## src/rtl/vga_plot_arbiter_pkg.sv

```systemverilog
// Shared constants and types for the VGA plot-port arbiter (screen geometry,
// FSM state encoding, draw-engine requester indices).
package vga_arb_pkg;
  localparam int XW          = 8;
  localparam int YW          = 7;
  localparam int CW          = 3;
  localparam int SCREEN_W    = 160;
  localparam int SCREEN_H    = 120;
  localparam int NUM_REQ_DEF = 4;

  typedef enum logic [1:0] {
    ST_IDLE    = 2'd0,
    ST_GRANT   = 2'd1,
    ST_RELEASE = 2'd2
  } arb_state_t;

  localparam int REQ_BG    = 0;
  localparam int REQ_SCORE = 1;
  localparam int REQ_OSU   = 2;
  localparam int REQ_LINE  = 3;
endpackage

```

## src/rtl/vga_plot_arbiter_if.sv

```systemverilog
// Draw-engine request/pixel bus plus the arbitrated VGA pixel-write port.
interface vga_plot_arbiter_if #(
  parameter int NUM_REQ = vga_arb_pkg::NUM_REQ_DEF,
  parameter int XW      = vga_arb_pkg::XW,
  parameter int YW      = vga_arb_pkg::YW,
  parameter int CW      = vga_arb_pkg::CW
);
  logic [NUM_REQ-1:0]    req;
  logic [NUM_REQ-1:0]    pix_valid;
  logic [NUM_REQ*XW-1:0] x_in;
  logic [NUM_REQ*YW-1:0] y_in;
  logic [NUM_REQ*CW-1:0] colour_in;
  logic [NUM_REQ-1:0]    grant;
  logic [NUM_REQ-1:0]    done;
  logic                  timeout;
  logic                  plot;
  logic [XW-1:0]         x;
  logic [YW-1:0]         y;
  logic [CW-1:0]         colour;
  logic                  busy;

  modport master (
    output req, pix_valid, x_in, y_in, colour_in,
    input  grant, done, timeout, plot, x, y, colour, busy
  );

  modport slave (
    input  req, pix_valid, x_in, y_in, colour_in,
    output grant, done, timeout, plot, x, y, colour, busy
  );
endinterface

```

## src/rtl/vga_plot_arbiter_picker.sv

```systemverilog
// Combinational winner select. ARB_RR_EN: search rotates from rr_ptr;
// otherwise lowest index wins.
module plot_req_picker #(
  parameter int NUM_REQ = 4,
  parameter int IW      = 2
) (
`ifdef ARB_RR_EN
  input  logic [IW-1:0]      rr_ptr,
`endif
  input  logic [NUM_REQ-1:0] cand,
  output logic [NUM_REQ-1:0] win,
  output logic [IW-1:0]      win_idx
);
  always_comb begin
    logic [IW-1:0] j;
    logic          found;
    win     = '0;
    win_idx = '0;
    found   = 1'b0;
    j       = '0;
    for (int k = 0; k < NUM_REQ; k++) begin
`ifdef ARB_RR_EN
      j = IW'((int'(rr_ptr) + k) % NUM_REQ);
`else
      j = IW'(k);
`endif
      if (!found && cand[j]) begin
        found   = 1'b1;
        win[j]  = 1'b1;
        win_idx = j;
      end
    end
  end
endmodule

```

## src/rtl/vga_plot_arbiter.sv

```systemverilog
// Shares the VGA pixel-write port among draw engines with burst grants.
// Define ARB_RR_EN for round-robin arbitration (default: fixed priority).
module vga_plot_arbiter #(
  parameter int NUM_REQ   = vga_arb_pkg::NUM_REQ_DEF,
  parameter int XW        = vga_arb_pkg::XW,
  parameter int YW        = vga_arb_pkg::YW,
  parameter int CW        = vga_arb_pkg::CW,
  parameter int MAX_BURST = 0
) (
  input logic               clk,
  input logic               resetn,
  vga_plot_arbiter_if.slave bus
);
  import vga_arb_pkg::*;

  localparam int IW    = (NUM_REQ > 1) ? $clog2(NUM_REQ) : 1;
  localparam int CNT_W = (MAX_BURST > 0) ? $clog2(MAX_BURST + 1) : 8;

  arb_state_t         state;
  logic [NUM_REQ-1:0] grant, done, mask, cand, win;
  logic [IW-1:0]      g, win_idx;
  logic [CNT_W-1:0]   cnt;
  logic               timeout, plot, busy, limit_hit;
  logic [XW-1:0]      x;
  logic [YW-1:0]      y;
  logic [CW-1:0]      colour;
`ifdef ARB_RR_EN
  logic [IW-1:0]      rr_ptr;
`endif

  // Masked engines timed out and must drop req before they can win again.
  assign cand      = bus.req & ~mask;
  assign limit_hit = (MAX_BURST != 0) && (cnt == CNT_W'(MAX_BURST - 1));

  plot_req_picker #(.NUM_REQ(NUM_REQ), .IW(IW)) u_pick (
`ifdef ARB_RR_EN
    .rr_ptr  (rr_ptr),
`endif
    .cand    (cand),
    .win     (win),
    .win_idx (win_idx)
  );

  always_ff @(posedge clk or negedge resetn) begin
    if (!resetn) begin
      state   <= ST_IDLE;
      grant   <= '0;
      done    <= '0;
      timeout <= 1'b0;
      plot    <= 1'b0;
      x       <= '0;
      y       <= '0;
      colour  <= '0;
      busy    <= 1'b0;
      mask    <= '0;
      g       <= '0;
      cnt     <= '0;
`ifdef ARB_RR_EN
      rr_ptr  <= '0;
`endif
    end else begin
      done    <= '0;
      timeout <= 1'b0;
      plot    <= 1'b0;
      mask    <= mask & bus.req;
      case (state)
        ST_IDLE, ST_RELEASE: begin
          if (|cand) begin
            state <= ST_GRANT;
            grant <= win;
            g     <= win_idx;
            cnt   <= '0;
            busy  <= 1'b1;
`ifdef ARB_RR_EN
            rr_ptr <= (int'(win_idx) == NUM_REQ - 1) ? '0 : win_idx + 1'b1;
`endif
          end else begin
            state <= ST_IDLE;
            busy  <= 1'b0;
          end
        end
        ST_GRANT: begin
          if (!bus.req[g]) begin
            state <= ST_RELEASE;
            grant <= '0;
            done  <= grant;
          end else begin
            if (bus.pix_valid[g]) begin
              plot   <= 1'b1;
              x      <= bus.x_in[int'(g)*XW +: XW];
              y      <= bus.y_in[int'(g)*YW +: YW];
              colour <= bus.colour_in[int'(g)*CW +: CW];
            end
            // The final pixel of a forced end is still written above.
            if (limit_hit) begin
              state   <= ST_RELEASE;
              grant   <= '0;
              done    <= grant;
              timeout <= 1'b1;
              mask    <= (mask & bus.req) | grant;
            end else if (!(&cnt)) begin
              cnt <= cnt + 1'b1;
            end
          end
        end
        default: begin
          state <= ST_IDLE;
          grant <= '0;
          busy  <= 1'b0;
        end
      endcase
    end
  end

  assign bus.grant   = grant;
  assign bus.done    = done;
  assign bus.timeout = timeout;
  assign bus.plot    = plot;
  assign bus.x       = x;
  assign bus.y       = y;
  assign bus.colour  = colour;
  assign bus.busy    = busy;
endmodule
```

## src/flat_wrapper.sv

```systemverilog
// flat-port wrapper written by rule: the top's interface ports become plain ports
module vga_plot_arbiter_flat import vga_arb_pkg::*;
#(
  parameter int NUM_REQ   = vga_arb_pkg::NUM_REQ_DEF,
  parameter int XW        = vga_arb_pkg::XW,
  parameter int YW        = vga_arb_pkg::YW,
  parameter int CW        = vga_arb_pkg::CW,
  parameter int MAX_BURST = 0
)
  (clk, resetn, bus_req, bus_pix_valid, bus_x_in, bus_y_in, bus_colour_in, bus_grant, bus_done, bus_timeout, bus_plot, bus_x, bus_y, bus_colour, bus_busy);
  vga_plot_arbiter_if #(.NUM_REQ(NUM_REQ), .XW(XW), .YW(YW), .CW(CW)) bus_i ();
  input logic clk;
  input logic resetn;
  input wire logic [$bits(bus_i.req)-1:0] bus_req;
  input wire logic [$bits(bus_i.pix_valid)-1:0] bus_pix_valid;
  input wire logic [$bits(bus_i.x_in)-1:0] bus_x_in;
  input wire logic [$bits(bus_i.y_in)-1:0] bus_y_in;
  input wire logic [$bits(bus_i.colour_in)-1:0] bus_colour_in;
  output wire logic [$bits(bus_i.grant)-1:0] bus_grant;
  output wire logic [$bits(bus_i.done)-1:0] bus_done;
  output wire logic [$bits(bus_i.timeout)-1:0] bus_timeout;
  output wire logic [$bits(bus_i.plot)-1:0] bus_plot;
  output wire logic [$bits(bus_i.x)-1:0] bus_x;
  output wire logic [$bits(bus_i.y)-1:0] bus_y;
  output wire logic [$bits(bus_i.colour)-1:0] bus_colour;
  output wire logic [$bits(bus_i.busy)-1:0] bus_busy;
  assign bus_i.req = bus_req;
  assign bus_i.pix_valid = bus_pix_valid;
  assign bus_i.x_in = bus_x_in;
  assign bus_i.y_in = bus_y_in;
  assign bus_i.colour_in = bus_colour_in;
  assign bus_grant = bus_i.grant;
  assign bus_done = bus_i.done;
  assign bus_timeout = bus_i.timeout;
  assign bus_plot = bus_i.plot;
  assign bus_x = bus_i.x;
  assign bus_y = bus_i.y;
  assign bus_colour = bus_i.colour;
  assign bus_busy = bus_i.busy;
  vga_plot_arbiter #(.NUM_REQ(NUM_REQ), .XW(XW), .YW(YW), .CW(CW), .MAX_BURST(MAX_BURST)) u_core (.clk(clk), .resetn(resetn), .bus(bus_i));
endmodule
```

## config.mk

```make
export PLATFORM = sky130hd
export DESIGN_NAME = vga_plot_arbiter_flat
export DESIGN_NICKNAME = d
export VERILOG_FILES = /design/src/rtl/vga_plot_arbiter_pkg.sv /design/src/rtl/vga_plot_arbiter_if.sv /design/src/rtl/vga_plot_arbiter_picker.sv /design/src/rtl/vga_plot_arbiter.sv /design/src/flat_wrapper.sv
export SDC_FILE = /design/constraint.sdc
export NUM_CORES = 1
export LEC_CHECK = 0
export ABC_AREA = 0
export BUFFER_PORTS_ARGS = -buffer_cell sky130_fd_sc_hd__buf_2
export CAP_MARGIN = 30
export CELL_PAD_IN_SITES_DETAIL_PLACEMENT = 1
export CELL_PAD_IN_SITES_GLOBAL_PLACEMENT = 2
export CORE_UTILIZATION = 27
export CTS_CLUSTER_DIAMETER = 150
export CTS_CLUSTER_SIZE = 25
export DETAILED_ROUTE_END_ITERATION = 8
export PLACE_DENSITY = 0.82
export SKIP_LAST_GASP = 1
export SYNTH_ARGS = -nofsm -noshare
export SYNTH_HDL_FRONTEND = slang
export SYNTH_SLANG_ARGS = --single-unit
```

## constraint.sdc

```tcl
create_clock -name clk -period 2.3 [get_ports clk]
set_clock_uncertainty 0.15 [all_clocks]
set_input_delay 0.23 -clock clk [delete_from_list [all_inputs] [get_ports clk]]
set_output_delay 0.23 -clock clk [all_outputs]
set_load 0.05 [all_outputs]
```

After elaboration in Yosys (flattened, before gate mapping)
Index checks and enable logic that the tools add are counted. Widths: inputs -> output; s select.

Register bits after elaboration: 36. Output and inout port bits: 29. Word-level logic and storage cells: 61.

$mul: 2. Shift operators: 3. $lt $le $gt $ge: 1. Bitwise operators: 3. Equality and inequality tests: 4. Reduce and logical (&&, ||, !) cells: 12. Multiplexer cells: 26.

Operators by type and width (count): $shiftx 12x32->3 (1); $shiftx 28x32->7 (1); $shiftx 32x6->8 (1); $mux 4 (4); $mux 1 (14); $and 4x4->4 (2); $pmux 4 s2 (1); $mux 2 (3); $mul 2x3->5 const B (1); $bmux 1 s2 (2); $mul 2x2->4 const B (1); $not 4->4 (1); $pmux 2 s2 (1); $reduce_and 2->1 (2); $reduce_or 4->1 (1); $logic_and 1x1->1 (3); $logic_not 1->1 (3); $lt 2x3->1 const B (1); $reduce_and 3->1 (1); $eq 2x1->1 const B (1); $eq 2x2->1 const B (1); $logic_not 2->1 (1); $ne 2x1->1 const B (1); $ne 2x2->1 const B (1); other kinds (2) (2).

Logic depth before layout (Yosys ltp)
Word-level depth: 14. Mapped depth: 6.

Cells and area by module
A second synthesis with hierarchy kept.

Cells, all modules: 127. Area total of the unflattened synthesis: 2003.2 µm².

Modules (own cells, without submodules): vga_plot_arbiter (cells each 118, area each 1939.4 µm², instances 1); plot_req_picker (cells each 9, area each 63.8 µm², instances 1).

Worst setup path before layout
No wires, ideal clock.

Kind: flip-flop to flip-flop. From: register u_core.g[0]. To: register u_core.colour[0] (netlist: u_core.bus.colour[0]). Period minus slack after synthesis: 1681 ps. Buffers on the path: 1. Arrival time: 1406 ps. Required time: 2025 ps. Stages on the path, launching flop included: 4. Path slack: 619 ps. Cell sequence: dfrtp_1 clkbuf_4 mux4_2 mux2_4.

Longest elaborated chain between the ends: 3.

Ends and longest elaborated chain: start, declared (line vga_plot_arbiter.sv:21) `logic [IW-1:0] g, win_idx;`; start signal, assigned (line vga_plot_arbiter.sv:71) `g <= win_idx;`; parallel branches: the longest is 3 deep, another holds $mul 2x2->4; end signal, assigned (line vga_plot_arbiter.sv:92) `colour <= bus.colour_in[int'(g)*CW +: CW];`; end, declared (line vga_plot_arbiter.sv:26) `logic [CW-1:0] colour;`.

Parallel ways; which one is timed is not known. The select of a mux whose other input is x is not followed. A chain may end at the register's enable or synchronous reset.

Final worst setup path
From: register u_core.g[0]. To: register u_core.colour[2] (netlist: u_core.bus.colour[2]).

The elaborated chain is that of the path after synthesis.

==> impl_metrics.json <==
{
  "status": "completed",
  "drive_gt1_share_pct": 66.39,
  "area.growth.synth_to_final_pct": 39.93,
  "place_area_mm2": 0.002549,
  "hold_path_depth": 2,
  "max_freq_mhz": 557.2,
  "num-nets-final": 322,
  "r2r_cells": 3,
  "setup_viol": 0,
  "path_class": "register to register",
  "grt_pass1_wl_um": 8797,
  "grt_pass1_vias": 1736,
  "fin_tns_setup_ns": 0,
  "whs_ns": 0.05717,
  "ys_seq_area_share_pct": 47.21,
  "wire_per_inst_um": 15.85,
  "dieWidth_um": 86.07,
  "required_ns": 2.33,
  "clkSlewWorstSetupHoldPaths_ns": 0.08,
  "fill_cells": 774,
  "synthesis.area_mm2": 0.001908,
  "p_leak_nw": 1.307,
  "yosys_register_bits": 36,
  "r2r-end": "u_core.bus.colour[2]$_DFFE_PN0P_",
  "antenna_cells": 0,
  "core_area_mm2": 0.006794,
  "yosysUniqueCellTypes": 28,
  "design_area_mm2": 0.002670,
  "endpoint_kind": "register",
  "rows": 30,
  "dpl.hpwl_um": 4242,
  "gp_congestion": 0.7599,
  "htree_levels": 2,
  "yosysWarnings": 0,
  "die_h_um": 86.07,
  "crit_path_start_kind": "register",
  "avgViaCountPerCell": 4.507,
  "finalCritPeriodShare_pct": 78.03,
  "worstHoldPathType": "primary input to register",
  "antenna_found_initial": 0,
  "rsz0062_at_grt": "no",
  "final_common_cell": "buf_2",
  "avgSynthCellArea_um2": 15.14,
  "layout_min_cycle_time_ns": 1.795,
  "p_total_w": 0.003764,
  "post_cts_buffers": 0,
  "cts-buffers-inserted": 5,
  "start_util_pct": 28.08,
  "firstDrtPassIters": 2,
  "remaining_drc_errors": 0,
  "hold_end": "u_core.mask[3]$_DFF_PN0_",
  "critPathMaxFanout": 14,
  "cts-root-buf": "clkbuf_8",
  "finalMaxSlewViolations": 0,
  "drt_iter0_markers": 32,
  "ant_nets": 0,
  "grt_max_degree": 37,
  "worstMarginPinSlew_ns": 0.8224,
  "hold_violations": 0,
  "synth_nets": 208,
  "grt_use_total_pct": 15.82,
  "die_area_mm2": 0.007407,
  "rrSetupSlack_ns": 0.51,
  "max_slew_margin_pct": 45.17,
  "clock_latency_ns": 0.29,
  "io_buffers": 109,
  "ir_drop_uv": 486.0,
  "clk_path_buf_depth": 2,
  "drt_wl_total_um": 5343,
  "maxCapViolations": 0,
  "final_cell_mix": "109 x buf_2, 36 x dfrtp_1, 19 x mux4_2",
  "syn_inst": 126,
  "ios": 111,
  "hp-start": "bus_req[3]",
  "clkSinkCount": 36,
  "timing.rr.start": "u_core.g[0]$_DFFE_PN0P_",
  "cts_tree": "yes",
  "grt_overflow": 0,
  "arrival_ns": 1.82,
  "pwr_density_cell_mw_per_mm2": 1410,
  "dr_total_vias": 1519
}
how the worst max path moves through the flow:
stage / cells past startpoint / slack (ns) / endpoint / from
after floorplan: 3 / 0.62 / u_core.bus.colour[0]$_DFFE_PN0P_ / u_core.g[0]$_DFFE_PN0P_
after global placement: 3 / 0.54 / u_core.bus.colour[2]$_DFFE_PN0P_ / u_core.g[0]$_DFFE_PN0P_
after detailed placement: 3 / 0.48 / u_core.bus.colour[2]$_DFFE_PN0P_ / u_core.g[0]$_DFFE_PN0P_
after CTS: 3 / 0.48 / u_core.bus.colour[2]$_DFFE_PN0P_ / u_core.g[0]$_DFFE_PN0P_
after global routing: 3 / 0.39 / u_core.bus.colour[2]$_DFFE_PN0P_ / u_core.g[0]$_DFFE_PN0P_
final: 3 / 0.51 / u_core.bus.colour[2]$_DFFE_PN0P_ / u_core.g[0]$_DFFE_PN0P_
metrics by stage:
step	std cells	util, %	worst slack (ns)
2_1_floorplan	126	-	0.6192
3_3_place_gp	328	37.51	0.5413
3_5_place_dp	328	37.51	0.4813
4_1_cts	337	39.30	0.4759
5_1_grt	337	39.30	0.3944
6_report	337	39.30	0.5053
power breakdown:
| part | switching, W | total (W) | internal (W) |
|---|---|---|---|
| combinational | 0.00128 | 0.00218 | 0.000890 |
| clock | 0.000243 | 0.000564 | 0.000321 |
| sequential | 0.000146 | 0.00103 | 0.000879 |
| total | 0.00167 | 0.00376 | 0.00209 |
cell families (layout without fill, tap and decap cells):
group           after synthesis  count (layout)  share of synthesized area, %
simple gates                 33              33                         9.705
mux                          37              37                         34.82
other cells                   1               1                        0.1965
buf+inv                       7             122                         3.541
flops                        36              36                         47.21
compound gates               12              12                         4.525
final cells by class:
cell class | instances | area [um^2] | area share, %
Timing Repair Buffer | 114 | 598.1 | 22.40
Sequential cell | 36 | 900.9 | 33.74
Multi-Input combinational cell | 83 | 939.7 | 35.19
Clock inverter | 3 | 42.54 | 1.593
Clock buffer | 5 | 68.82 | 2.577
Tap cell | 96 | 120.1 | 4.499
flip-flops by register name (all words and copies together) (netlist names):
signal and count:
u_core.bus.busy 1, u_core.bus.colour 3, u_core.bus.done 4, u_core.bus.grant 4
u_core.bus.plot 1, u_core.bus.x 8, u_core.bus.y 7, u_core.g 2
u_core.mask 4, u_core.state 2
metal layers:
layer | share of wire (%) | global-route usage (%) | up-vias
met5 | 0 | 0 | -
met4 | 1.3 | 4.697 | 0
met3 | 4.5 | 3.754 | 7
met2 | 55 | 29.37 | 46
met1 | 39 | 17.89 | 765
li1 | - | - | 701
cells in the mapped netlist, drive strengths merged:
cell	number	share of area [%]
and2b	1	0.39
nand2	6	1.2
o211ai	1	0.39
mux2	18	12
o31ai	2	0.79
nor2	1	0.20
a21o	1	0.39
or2	1	0.33
nor3	2	0.52
nand3	4	1.0
o2bb2ai	1	0.46
dfrtp	36	47
and2	8	2.6
nand2b	4	1.3
a22o	2	0.92
o21ai	4	1.0
conb	1	0.20
nor4	1	0.33
clkbuf	1	0.39
o211a	1	0.52
buf	6	3.1
mux4	19	22
nor2b	5	1.8
repair_timing:
| action | in CTS | in global routing |
|---|---|---|
| resized for setup | 0 | 0 |
| hold buffers | 1 | 0 |
| endpoints found under the hold margin | 36 | 0 |
critical path, cell delays in order (launching register included):
cell and delay [ns]:
dfrtp_1 0.41, buf_4 0.30, mux4_2 0.54, mux2_2 0.27
No activity file was read; power rests on OpenSTA's default activity.
